**config.mk**
```make
export PLATFORM = sky130hd
export DESIGN_NAME = axi_master_arbiter_r
export DESIGN_NICKNAME = d
export VERILOG_FILES = /design/src/rtl/axi_master_arbiter_r.sv
export SDC_FILE = /design/constraint.sdc
export NUM_CORES = 1
export LEC_CHECK = 0
export BUFFER_PORTS_ARGS = -buffer_cell sky130_fd_sc_hd__buf_2
export CORE_MARGIN = 3
export CORE_UTILIZATION = 53
export CTS_CLUSTER_DIAMETER = 200
export DETAILED_ROUTE_END_ITERATION = 10
export HOLD_SLACK_MARGIN = 0.08
export PLACE_DENSITY = 0.83
export SYNTH_ARGS = -nofsm -noshare
export SYNTH_HDL_FRONTEND = slang
export SYNTH_SLANG_ARGS = --single-unit
```
**constraint.sdc**
```tcl
create_clock -name ACLK -period 3.75 [get_ports ACLK]
set_input_delay 0.75 -clock ACLK [delete_from_list [all_inputs] [get_ports ACLK]]
set_output_delay 0.75 -clock ACLK [all_outputs]
set_load 0.005 [all_outputs]
```
**src/rtl/axi_master_arbiter_r.sv**
```systemverilog
// Round-robin read-address arbiter for two AXI masters. It owns the read mux grant from the
// winner's AR request until that burst's RLAST, and flags bursts whose beat count disagrees with ARLEN.
module axi_master_arbiter_r #(
    parameter int ID_WIDTH = 1
) (
    input  logic                ACLK,
    input  logic                ARESET,
    input  logic                m0_ARVALID,
    input  logic                m1_ARVALID,
    input  logic [7:0]          m0_ARLEN,
    input  logic [7:0]          m1_ARLEN,
    input  logic                m_ARREADY,
    input  logic                m_RVALID,
    input  logic                m_RLAST,
    input  logic                s_RREADY,
    output logic                m0_rgrnt,
    output logic                m1_rgrnt,
    output logic                rlen_err,
    output logic                rbusy,
    output logic [1:0]          dbg_state,
    output logic                dbg_ptr,
    output logic [ID_WIDTH-1:0] dbg_owner
);

    // Handshakes: an AR transfer happens on a cycle where the granted master's ARVALID and
    // m_ARREADY are both high; a read beat happens on a cycle where m_RVALID and s_RREADY are both high.
    typedef enum logic [1:0] {
        IDLE = 2'd0,
        ADDR = 2'd1,
        DATA = 2'd2
    } state_t;

    state_t     state, state_n;
    logic       ptr, ptr_n;
    logic       owner, owner_n;
    logic [7:0] cnt, cnt_n;
    logic       g0_n, g1_n, err_n, busy_n;
    logic       owner_valid;
    logic [7:0] owner_len;
    logic       beat;

    assign owner_valid = owner ? m1_ARVALID : m0_ARVALID;
    assign owner_len   = owner ? m1_ARLEN : m0_ARLEN;
    assign beat        = m_RVALID & s_RREADY;

    always_comb begin
        state_n = state;
        ptr_n   = ptr;
        owner_n = owner;
        cnt_n   = cnt;
        g0_n    = m0_rgrnt;
        g1_n    = m1_rgrnt;
        err_n   = 1'b0;
        case (state)
            IDLE: begin
                g0_n = 1'b0;
                g1_n = 1'b0;
                if (m0_ARVALID | m1_ARVALID) begin
                    // Preferred master wins a tie; a lone requester always wins.
                    owner_n = (m0_ARVALID & m1_ARVALID) ? ptr : m1_ARVALID;
                    g0_n    = ~owner_n;
                    g1_n    = owner_n;
                    state_n = ADDR;
                end
            end
            ADDR: begin
                if (owner_valid & m_ARREADY) begin
                    cnt_n   = owner_len;
                    state_n = DATA;
                end
            end
            DATA: begin
                if (beat) begin
                    cnt_n = (cnt == 8'd0) ? 8'd0 : cnt - 8'd1;
                    err_n = m_RLAST ? (cnt != 8'd0) : (cnt == 8'd0);
                    if (m_RLAST) begin
                        g0_n    = 1'b0;
                        g1_n    = 1'b0;
                        ptr_n   = ~owner;
                        state_n = IDLE;
                    end
                end
            end
            default: begin
                g0_n    = 1'b0;
                g1_n    = 1'b0;
                state_n = IDLE;
            end
        endcase
        busy_n = (state_n != IDLE);
    end

    always_ff @(posedge ACLK) begin
        if (ARESET) begin
            state    <= IDLE;
            ptr      <= 1'b0;
            owner    <= 1'b0;
            cnt      <= 8'd0;
            m0_rgrnt <= 1'b0;
            m1_rgrnt <= 1'b0;
            rlen_err <= 1'b0;
            rbusy    <= 1'b0;
        end else begin
            state    <= state_n;
            ptr      <= ptr_n;
            owner    <= owner_n;
            cnt      <= cnt_n;
            m0_rgrnt <= g0_n;
            m1_rgrnt <= g1_n;
            rlen_err <= err_n;
            rbusy    <= busy_n;
        end
    end

    assign dbg_state = state;
    assign dbg_ptr   = ptr;
    assign dbg_owner = ID_WIDTH'(owner);

endmodule
```
==> results.md <==
- The flow ran to the end, and the final reports show no timing, DRC or antenna violations.
- The largest single stage delay on the critical path is 0.72 ns.
- The routed design has 2588 um of wire.
- The post-synthesis net count is 142.
- In this run the number of H-tree levels came out at 1.
- The die covers 2419 sq um.
- The post-route minimum period is 1.990 ns.
- The count of flip-flops with a built-in enable after synthesis is 0.
- The cell area after placement is 1135 sq um.
- The later pin in the worst-skew pair is clocked with a latency of 0.30 ns.
- The largest driver fanout on the critical path is 12.
- The average wire length per cell after detail routing is 15.13 um.
- In this run, synthesis produced a sequential element count of 16.
- The number of setup buffers added after CTS is 0.
- The initialized floorplan defines 14 standard-cell rows.
- Counting distinct cell types in the post-synthesis netlist gives 42.
- For this run, the top clock speed supported by timing is 502.4 MHz.
- The top-area cell type share of the netlist area is 32.41%.
- The initial utilization of the core area, before any placement, comes to 60.68%.
- The die is 49.19 um tall.
- The clock tree buffer depth is 2.
- The largest clock skew in the final design is 0.005986 ns.
- The compound-cell area share of the yosys netlist is 24.94%.
- The worst setup margin is 1.760 ns.
- Entering global routing, the biggest net connects 17 pins.
- For this run, asynchronously set or reset flops after synthesis account for 0%.
- Adding up every negative setup slack in the final design gives 0 ns.
- Among all flip-flop cells after synthesis, the most frequent one is sky130_fd_sc_hd__dfxtp_1.
- For this design the top-level I/O count stands at 32.
- The global-route usage over all layers is 23.48%.
- For this design the static power due to leakage is 0.4746 nW.
- The final setup violation count is 0.
- The class of the worst hold path is register to register.
- Multiplexer cells account for 9.620% of the synthesized area.
- The tree is rooted in a sky130_fd_sc_hd__clkbuf_4.
- The mean area per synthesized cell is 8.448 sq um.
- STA classifies the critical path endpoint as an output pin.
- The number of diodes added for antenna fixing is 0.
- Setup repair after global routing left no endpoint under its margin.
- After synthesis the cells add up to 988.4 sq um.
- The HPWL reported at the end of detailed placement is 1952 um.
- Of the synthesized area, sequential elements account for 32.41%.
- By area the synthesized netlist is led by sky130_fd_sc_hd__dfxtp_1 32%, sky130_fd_sc_hd__mux2i_1 7.1%, sky130_fd_sc_hd__nor2_1 4.9%.
- In the routed layout, each cell is associated on average with a via count of 6.105.
- In the synthesized netlist, the number of instances is 117.
- The max-slew violation total from the final report is 0.
- The worst hold slack is 0.4659 ns.
- The TritonCTS clock tree is built.
- For the worst setup path, the data required time is 3.00 ns.
- The number of antenna violations at the first check in global routing is 0.
- The TritonCTS sink count is 16.
- The number of hold-repair buffers added at the cts stage is 0.
- The cell family with the largest share of critical-path delay is flip-flops.
- From synthesis to final layout, the design area changed by 18.48%.
- Measured against its own limit, the worst slew margin works out to 59.04%.
- At the pin with the least slew margin, the transition time is 0.6135 ns.
- Of the total synthesized cell area, the portion taken by full adders, half adders and majority gates is 1.266%.
- The TritonCTS buffer count is 3.
- The number of buffer and inverter stages on the critical path is 1.
- The number of cells in the design after placement is 167.
- sky130_fd_sc_hd__dfxtp_1 is the most common cell in the netlist.
- The core region is 1629 sq um.
- Clock-pin slew was measured on the worst setup and hold paths at 0.09 ns.
- The largest voltage drop on the vdd net is 212.3 uV.
- The first global-routing pass estimated 4422 um of wire.
- Max-cap violations in this run came to 0.
- The via count is 1044.
- The dominant combinational cell family by area after synthesis is compound AO/OA/AOI/OAI gates.
- The quantity of I/O buffers inserted on ports is 31.
- The post-route cell area is 1171 sq um.
- The cell area power density is 349.0 nW/um^2.
- Sorting the synthesized cells by how often they occur yields 16 x sky130_fd_sc_hd__dfxtp_1, 13 x sky130_fd_sc_hd__nor2_1, 9 x sky130_fd_sc_hd__nand2_1.
- The last weighted congestion value of the routability-driven placer is 0.8609.
- In the finished design, the share of the clock period the worst path needs comes to 53.07%.
- The post-cts repair resize count is 0.
- The number of non-filler instances in the completed layout is 171.
- The path type of the worst setup path is register to output pin.
- The total number of yosys warnings is 0.
- The data arrival at the endpoint of the critical path is 1.24 ns.
- The via count of the first global-routing pass is 988.
- The xor/xnor share of the synthesized area is 0.8861%.
- Before CTS, the worst setup slack after placement is 1.765 ns.
- The die is 49.19 um wide.
- After global routing the overflow that remains totals 0.
- The number of design rule violations left after detail routing is 0.
- The category of the worst setup path launch point is a register.
- The final layout contains 173 nets.
- The number of detailed-routing iterations run before antenna repair is 4.
- The detailed router finished its first iteration with 28 violations.
- The synthesized-area fraction occupied by and/or/nand/nor cells is 24.68%.
- The number of antenna-violating nets in the routed design is 0.
- Traced cell by cell, the critical path runs through buf_2.
- The standard cell with the maximum stage delay on the critical path is sky130_fd_sc_hd__dfxtp_1.
- The post-synthesis cell type with the largest combined area is sky130_fd_sc_hd__dfxtp_1.
- The number of endpoints with negative hold slack in the final report came to 0.
- The layout cell share with drive strength beyond 1 is 29.25%.
==> cells by family (layout without fill, tap and decap cells) <==
kind of cell    Yosys count  after routing
simple gates             44             44
flops                    16             16
fa+ha+maj                 1              1
compound gates           35             35
xor+xnor                  1              1
mux                       9              9
buf+inv                  11             41
==> cell usage in the layout, fill, tap and decap left out, drive strengths merged, types with 2 or more instances in the layout <==
| master | count |
|---|---|
| nand3 | 7 |
| a21oi | 8 |
| mux2i | 8 |
| dfxtp | 16 |
| nor3 | 2 |
| nand2 | 9 |
| a211oi | 2 |
| buf | 31 |
| a31oi | 5 |
| inv | 6 |
| o21ai | 7 |
| clkbuf | 4 |
| nor4 | 2 |
| nand2b | 3 |
| a41oi | 2 |
| nor2 | 13 |
| o32ai | 3 |
==> worst reg2reg max path: cells and delay by family, from the launching register on <==
kind | cells | cell delay, ns
AO/OA/AOI/OAI | 3 | 0.79
flip-flops | 1 | 0.72
multiplexers | 1 | 0.38
==> per-stage QoR <==
step           util (%)  total power, W
2_1_floorplan         -       0.0002602
3_3_place_gp      69.66       0.0002889
3_5_place_dp      69.66       0.0002930
4_1_cts           71.89       0.0004081
5_1_grt           71.89       0.0004320
6_report          71.89       0.0004087
==> area by class of cell <==
class | instances | area, sq um
Timing Repair Buffer | 31 | 155.1
Tap cell | 24 | 30.03
Sequential cell | 16 | 320.3
Multi-Input combinational cell | 90 | 606.8
Clock buffer | 4 | 36.28
Fill cell | 144 | 457.9
Inverter | 6 | 22.52
==> registers in the layout, summed over array words and instances (netlist names) <==
register	flops
m1_rgrnt	1
dbg_owner	1
dbg_state	2
dbg_ptr	1
m0_rgrnt	1
rlen_err	1
rbusy	1
cnt	8
==> worst paths after layout <==
kind	from	end	slack (ns)	depth (start not counted)
setup / recovery	dbg_owner$_SDFFE_PP0P_	dbg_owner	1.76	1
setup reg to reg	dbg_owner$_SDFFE_PP0P_	cnt[1]$_SDFFE_PP0P_	1.77	4
hold / removal	m1_rgrnt$_SDFFE_PP0P_	m1_rgrnt$_SDFFE_PP0P_	0.47	2
hold reg to reg	m1_rgrnt$_SDFFE_PP0P_	m1_rgrnt$_SDFFE_PP0P_	0.47	2
==> layer usage <==
metal	track usage, %	part of all wire, %
met2	40.18	49
met5	0	0
met4	8.057	2.4
met3	7.951	9.7
met1	26.90	39
==> where the power goes <==
group	switching (W)	total, W	internal, W
combinational	0.0000552	0.0000991	0.0000439
sequential	0.0000126	0.000192	0.000179
clock	0.0000584	0.000118	0.0000593
total	0.000126	0.000409	0.000282
Power figures use the tool's default switching activity.
